<file path="src/rtl/ms_counter_pkg.sv">
// Shared definitions for the millisecond tick controller and the counter chain it drives.
// Holds the run-state encoding and the default input clock frequency.
package ms_counter_pkg;

  localparam int DEFAULT_CLK_FREQ_HZ = 100000000;

  typedef enum logic [1:0] {
    IDLE  = 2'd0,
    RUN   = 2'd1,
    PAUSE = 2'd2
  } state_t;

  // Keeps counters at least one bit wide when a count range collapses to a single value.
  function automatic int counterWidth(input int range);
    return (range > 1) ? $clog2(range) : 1;
  endfunction

endpackage

</file>
<file path="src/rtl/ms_tick_ctrl_if.sv">
// Button inputs and counter-chain control outputs of the millisecond tick controller.
// The master side presses buttons; the slave side is the controller itself.
interface ms_tick_ctrl_if;

  logic BTN_SS;
  logic BTN_CLR;
  logic TICK;
  logic CLR;
  logic RUNNING;

  modport master (
    output BTN_SS,
    output BTN_CLR,
    input  TICK,
    input  CLR,
    input  RUNNING
  );

  modport slave (
    input  BTN_SS,
    input  BTN_CLR,
    output TICK,
    output CLR,
    output RUNNING
  );

endinterface

</file>
<file path="src/rtl/btn_debounce.sv">
// Synchronizes a raw push-button, debounces it and emits a one-cycle pulse per accepted press.
// A button already held when reset is released must be let go before it can produce a press.
module btn_debounce
  import ms_counter_pkg::*;
#(
  parameter int DEB_CYCLES = 10
) (
  input  logic CLK,
  input  logic RST_N,
  input  logic btnRaw,
  output logic press
);

  localparam int CNT_W = counterWidth(DEB_CYCLES);
  localparam logic [CNT_W-1:0] CNT_LAST = CNT_W'(DEB_CYCLES - 1);

  logic syncQ1;
  logic syncQ2;
  logic stable;
  logic stablePrev;
  logic armed;
  logic [1:0] fillQ;
  logic [CNT_W-1:0] debCount;

  // fillQ marks when syncQ2 carries a real post-reset sample; only then may a low level arm the edge detector.
  always_ff @(posedge CLK or negedge RST_N) begin
    if (!RST_N) begin
      syncQ1     <= 1'b0;
      syncQ2     <= 1'b0;
      stable     <= 1'b0;
      stablePrev <= 1'b0;
      armed      <= 1'b0;
      fillQ      <= 2'b00;
      debCount   <= '0;
      press      <= 1'b0;
    end else begin
      syncQ1     <= btnRaw;
      syncQ2     <= syncQ1;
      fillQ      <= {fillQ[0], 1'b1};
      stablePrev <= stable;
      if (syncQ2 == stable) begin
        debCount <= '0;
      end else if (debCount == CNT_LAST) begin
        stable   <= syncQ2;
        debCount <= '0;
      end else begin
        debCount <= debCount + CNT_W'(1);
      end
      if (fillQ[1] && !syncQ2 && !stable) begin
        armed <= 1'b1;
      end
      press <= armed && stable && !stablePrev;
    end
  end

endmodule

</file>
<file path="src/rtl/ms_tick_ctrl.sv">
// Stopwatch control: debounced start/stop and clear buttons drive an IDLE/RUN/PAUSE machine
// and a millisecond prescaler whose TICK enables the downstream flip-flop counter chain.
module ms_tick_ctrl
  import ms_counter_pkg::*;
#(
  parameter int CLK_FREQ_HZ = DEFAULT_CLK_FREQ_HZ,
  parameter int DEBOUNCE_MS = 10
) (
  input logic           CLK,
  input logic           RST_N,
  ms_tick_ctrl_if.slave bus
);

  localparam int DIV        = CLK_FREQ_HZ / 1000;
  localparam int DEB_CYCLES = DEBOUNCE_MS * DIV;
  localparam int PRE_W      = counterWidth(DIV);
  localparam logic [PRE_W-1:0] PRE_LAST = PRE_W'(DIV - 1);

  logic ssPress;
  logic clrPress;
  state_t state;
  logic [PRE_W-1:0] prescaler;
  logic tickQ;
  logic clrQ;
  logic runningQ;

  btn_debounce #(.DEB_CYCLES(DEB_CYCLES)) ssDebounce (
    .CLK    (CLK),
    .RST_N  (RST_N),
    .btnRaw (bus.BTN_SS),
    .press  (ssPress)
  );

  btn_debounce #(.DEB_CYCLES(DEB_CYCLES)) clrDebounce (
    .CLK    (CLK),
    .RST_N  (RST_N),
    .btnRaw (bus.BTN_CLR),
    .press  (clrPress)
  );

  // Clear outranks start/stop; the prescaler only moves in RUN so a pause keeps its partial count.
  always_ff @(posedge CLK or negedge RST_N) begin
    if (!RST_N) begin
      state     <= IDLE;
      prescaler <= '0;
      tickQ     <= 1'b0;
      clrQ      <= 1'b0;
      runningQ  <= 1'b0;
    end else begin
      tickQ <= 1'b0;
      clrQ  <= 1'b0;
      if (clrPress) begin
        state     <= IDLE;
        prescaler <= '0;
        clrQ      <= 1'b1;
        runningQ  <= 1'b0;
      end else begin
        if (state == RUN) begin
          if (prescaler == PRE_LAST) begin
            prescaler <= '0;
            tickQ     <= 1'b1;
          end else begin
            prescaler <= prescaler + PRE_W'(1);
          end
        end
        if (ssPress) begin
          unique case (state)
            IDLE, PAUSE: begin
              state    <= RUN;
              runningQ <= 1'b1;
            end
            RUN: begin
              state    <= PAUSE;
              runningQ <= 1'b0;
            end
            default: begin
              state    <= IDLE;
              runningQ <= 1'b0;
            end
          endcase
        end
      end
    end
  end

  assign bus.TICK    = tickQ;
  assign bus.CLR     = clrQ;
  assign bus.RUNNING = runningQ;

endmodule

</file>
<file path="src/flat_wrapper.sv">
// flat-port wrapper written by rule: the top's interface ports become plain ports
module ms_tick_ctrl_flat import ms_counter_pkg::*;
#(
  parameter int CLK_FREQ_HZ = DEFAULT_CLK_FREQ_HZ,
  parameter int DEBOUNCE_MS = 10
)
  (CLK, RST_N, bus_BTN_SS, bus_BTN_CLR, bus_TICK, bus_CLR, bus_RUNNING);
  ms_tick_ctrl_if bus_i ();
  input logic CLK;
  input logic RST_N;
  input wire logic [$bits(bus_i.BTN_SS)-1:0] bus_BTN_SS;
  input wire logic [$bits(bus_i.BTN_CLR)-1:0] bus_BTN_CLR;
  output wire logic [$bits(bus_i.TICK)-1:0] bus_TICK;
  output wire logic [$bits(bus_i.CLR)-1:0] bus_CLR;
  output wire logic [$bits(bus_i.RUNNING)-1:0] bus_RUNNING;
  assign bus_i.BTN_SS = bus_BTN_SS;
  assign bus_i.BTN_CLR = bus_BTN_CLR;
  assign bus_TICK = bus_i.TICK;
  assign bus_CLR = bus_i.CLR;
  assign bus_RUNNING = bus_i.RUNNING;
  ms_tick_ctrl #(.CLK_FREQ_HZ(CLK_FREQ_HZ), .DEBOUNCE_MS(DEBOUNCE_MS)) u_core (.CLK(CLK), .RST_N(RST_N), .bus(bus_i));
endmodule
</file>
<file path="config.mk">
export PLATFORM = sky130hd
export DESIGN_NAME = ms_tick_ctrl_flat
export DESIGN_NICKNAME = d
export VERILOG_FILES = /design/src/rtl/ms_counter_pkg.sv /design/src/rtl/ms_tick_ctrl_if.sv /design/src/rtl/btn_debounce.sv /design/src/rtl/ms_tick_ctrl.sv /design/src/flat_wrapper.sv
export SDC_FILE = /design/constraint.sdc
export NUM_CORES = 1
export LEC_CHECK = 0
export ABC_AREA = 1
export BUFFER_PORTS_ARGS = -buffer_cell sky130_fd_sc_hd__buf_2
export CORE_MARGIN = 2
export CORE_UTILIZATION = 60
export DETAILED_ROUTE_END_ITERATION = 8
export PLACE_DENSITY = 0.77
export SYNTH_ARGS = -nofsm -noshare
export SYNTH_HDL_FRONTEND = slang
export SYNTH_SLANG_ARGS = --single-unit
</file>
<file path="constraint.sdc">
create_clock -name CLK -period 1.95 [get_ports CLK]
set_input_delay 0.39 -clock CLK [delete_from_list [all_inputs] [get_ports CLK]]
set_output_delay 0.39 -clock CLK [all_outputs]
set_load 0.05 [all_outputs]
</file>
==> results.txt <==
----------------------------------------------------
[Timing]
  Final setup violation count ... 0
  Clk_skew ... 0.0119 ns
  Peak clock frequency supported by timing ... 632 MHz
  Final count of hold timing violations ... 0
  Final Critical Period ... 1.58 ns
  RSZ-0062 raised after global routing ... no
  Slew Limit Fails ... 0
  Sum Neg Setup Slack ... 0 ns
  Hold WS ... 0.141 ns
  Final clock period utilization by the worst path ... 81.1%

[Synth]
  Dominant combinational cell family by area after synthesis ... simple AND/OR/NAND/NOR gates
  Synth unique cells ... 29
  Syn. warnings ... 0
  Synth Register Bits ... 75
  Ranking of synthesized cells by area ... sky130_fd_sc_hd__dfrtp_1 49%, sky130_fd_sc_hd__nand2_1 12%, sky130_fd_sc_hd__nor2_1 10%
  Dominant register cell in the synthesized netlist ... sky130_fd_sc_hd__dfrtp_1
  Proportion of synthesized area in mux cells ... 0%
  Count leader, synth ... sky130_fd_sc_hd__nand2_1
  Sequential element share of the synthesized area ... 48.6%
  Most instantiated cells after synthesis ... 124 x sky130_fd_sc_hd__nand2_1, 108 x sky130_fd_sc_hd__nor2_1, 75 x sky130_fd_sc_hd__dfrtp_1
  Share of the synthesized area in the top cell type ... 48.6%
  Post-synth EDFFs ... 0
  Mapped Cells ... 491
  Fraction of the mapped netlist area in simple logic gates ... 35.7%
  Compound-cell area share of the yosys netlist ... 3.27%
  Adder-cell area share of the yosys netlist ... 0.972%
  Post-synthesis xor/xnor area fraction ... 5.86%
  Mapped Avg Cell Area ... 7.87 um2
  Post-Synthesis Net Count ... 498
  Post-synthesis instance area ... 3860 um2
  Share of async-settable or async-resettable flops after synthesis ... 100%
  Yosys top cell by area ... sky130_fd_sc_hd__dfrtp_1

[Final layout]
  Antenna diode count ... 0
  Fraction of final layout cells with drive strength greater than 1 ... 10.7%
  Total Nets Final ... 516
  Synth-to-Final Area Change ... 10.4%
  Area taken by flip-flops and latches ... 1880 um2
  Combined area of the multi-input logic cells ... 1770 um2
  Registers with the most flip-flops ... u_core.clrDebounce.debCount (20), u_core.ssDebounce.debCount (20), u_core.prescaler (17)
  Fillers ... 501

[Detailed routing]
  Top layer reached by signal wires ... met4
  Violation count after the first detailed-route iteration ... 144
  First-pass iteration count of the detailed router ... 4
  DRC violation count after routing ... 0
  Met1 wire length ... 3440 um
  Total met2 wirelength after detailed routing ... 3380 um
  Residual antenna-violating net count after detailed routing ... 0
  Detail-routed via count per cell ... 5.13
  Vias ... 3033
  Average wire per standard cell ... 12.2 um
  Routed Wire Length ... 7200 um
  Met3 wire length ... 229 um

[Power]
  Static Leakage ... 1.97 nW
  Ratio of total power to cell area ... 734 nW/um2
  Peak VDD IR ... 0.000506 V

[Critical path]
  Worst reg-to-reg path cell count ... 10
  Critical path buffers and inverters ... 2
  Capture instance of the worst register-to-register path ... u_core.prescaler[13]
  Critical path launch point type ... flop
  Critical path's largest stage delay ... 0.40 ns
  Flop2flop setup slack ... 0.37 ns
  Category of the worst setup path capture point ... flop
  CP Depth ... 10
  Critical path's most frequent cell ... sky130_fd_sc_hd__nand2_1
  Library cell contributing the largest single delay on the critical path ... sky130_fd_sc_hd__dfrtp_1
  Setup Crit Path Kind ... reg2reg
  Req. time, crit path ... 2.19 ns
  Cell Chain, Critical Path ... ha_1 -> nand2_1 -> nor2_2 -> inv_1 -> nor2_1 -> nand2_1 -> nand2_2 -> inv_2 -> nand3_1 -> nand2_1
  Arrival time of data at the critical path endpoint ... 1.82 ns
  Delay-heaviest family, CP ... simple AND/OR/NAND/NOR gates
  Start of the worst register-to-register path ... u_core.prescaler[0]
  Max FO, Critical Path ... 10

[Clock network]
  Latest clock arrival within the worst-skew pair ... 0.35 ns
  Post-cts repair resize count ... 0
  Deepest clock path buffer count ... 2
  Root Buffer ... sky130_fd_sc_hd__clkbuf_8
  Sinks on Clock Net ... 75
  Number of hold-repair buffers added at the cts stage ... 1
  Total number of H-tree levels ... 3
  CTS tree ... done
  Clock transition at the registers of the reported paths ... 0.08 ns
  Total setup buffers inserted after CTS ... 0
  Total clock buffers created by CTS ... 9

[Placement]
  Post-detailed-placement half-perimeter wirelength ... 5140 um
  Port Buf Inserts ... 6
  Routability cong. ... 0.846

[Min path]
  Number of cells traversed by the worst hold path ... 1
  Worst Hold Path EP ... u_core.ssDebounce.syncQ1
  Beginning of the worst hold path ... bus_BTN_SS
  Class of the tightest hold or removal check ... in2reg

[Floorplan]
  Std cell rows ... 29
  Die footprint ... 7100 um2
  I/O pin cnt ... 7
  Die extent in y ... 84.2 um
  Placeable core region ... 6280 um2
  Initial cell density of the core ... 61.5%
  Die W ... 84.2 um

[GRT]
  Pin count of the biggest net entering global routing ... 54
  GRT Util Overall ... 22.5%
  Global-route wire length before repair ... 12900 um
  Total global routing overflow ... 0
  Initial antenna violation count ... 0
  Vias in the first global route ... 2995

[Job]
  Max-cap violations ... 0

[Outcome]
  Run status ... completed

----------------------------------------------------
[stage by stage]
step	instances	utilization, %	cell area [um2]	setup WS [ns]	total power [mW]
after floorplan	491	-	3860	0.554	1.65
after global placement	574	63.8	4010	0.426	1.69
after detailed placement	574	63.8	4010	0.379	1.70
after CTS	591	67.9	4260	0.373	3.16
after global routing	591	67.9	4260	0.125	3.24
final	591	67.9	4260	0.368	3.13
[worst register-to-register path, delay by kind of cell, from the launching register on]
family                   cells  cell delay [ns]
AND/OR/NAND/NOR              7             0.69
flip-flops                   1             0.40
adder cells (fa/ha/maj)      1             0.20
buffers and inverters        2             0.19
[worst max-delay path by stage]
| stage | from | to |
|---|---|---|
| 2_1_floorplan | u_core.bus.RUNNING | u_core.prescaler[9] |
| 5_1_grt | u_core.prescaler[0] | u_core.prescaler[13] |
| 3_5_place_dp | u_core.prescaler[0] | u_core.prescaler[10] |
| 4_1_cts | u_core.prescaler[0] | u_core.prescaler[13] |
| 6_report | u_core.prescaler[0] | u_core.prescaler[13] |
| 3_3_place_gp | u_core.clrDebounce.debCount[0] | u_core.clrDebounce.debCount[19] |
[cells by family (layout without fill, tap and decap cells)]
kind of cell               Yosys count  count (layout)
buffers and inverters               56              79
adders and majority gates            3               3
and+or+nand+nor                    309             309
DFF                                 75              75
xor gates and xnor gates            25              25
AOI/OAI and AO/OA                   22              22
other                                1               1
[report_power, final]
part / internal [mW] / switching, mW / leakage, nW
Combinational: 0.0215 / 0.0591 / 0.827
Sequential: 1.57 / 0.0139 / 1.02
Clock: 0.858 / 0.606 / 0.120
Total: 2.45 / 0.679 / 1.97
[layer usage]
| metal | track usage [%] | up-vias |
|---|---|---|
| li1 | - | 1554 |
| met1 | 29.7 | 1409 |
| met2 | 36.0 | 57 |
| met3 | 3.74 | 13 |
| met4 | 11.3 | 0 |
| met5 | 0 | - |
[cell usage in the layout, fill, tap and decap left out, drive strengths merged]
master       Yosys  routed
nand2          134     134
nor2           120     120
dfrtp           75      75
inv             54      55
nand3           35      35
xor2            20      20
clkbuf           0       9
nor3             9       9
nand4            8       8
a21oi            7       7
buf              1       7
o21ai            6       6
xnor2            5       5
o22ai            5       5
o21bai           3       3
ha               3       3
bufinv           0       3
clkinv           1       3
nor3b            2       2
nand3b           1       1
a21o             1       1
clkinvlp         0       1
dlygate4sd3      0       1
conb             1       1
[area by class of cell]
type | instances | area share (%)
inverter | 55 | 4.84
multi-input combinational | 360 | 41.6
sequential | 75 | 44.0
tap | 77 | 2.26
clock buffer | 9 | 2.90
clock inverter | 7 | 2.90
timing repair buffer | 8 | 1.47
Note: power is estimated with default switching activity, not from simulation.
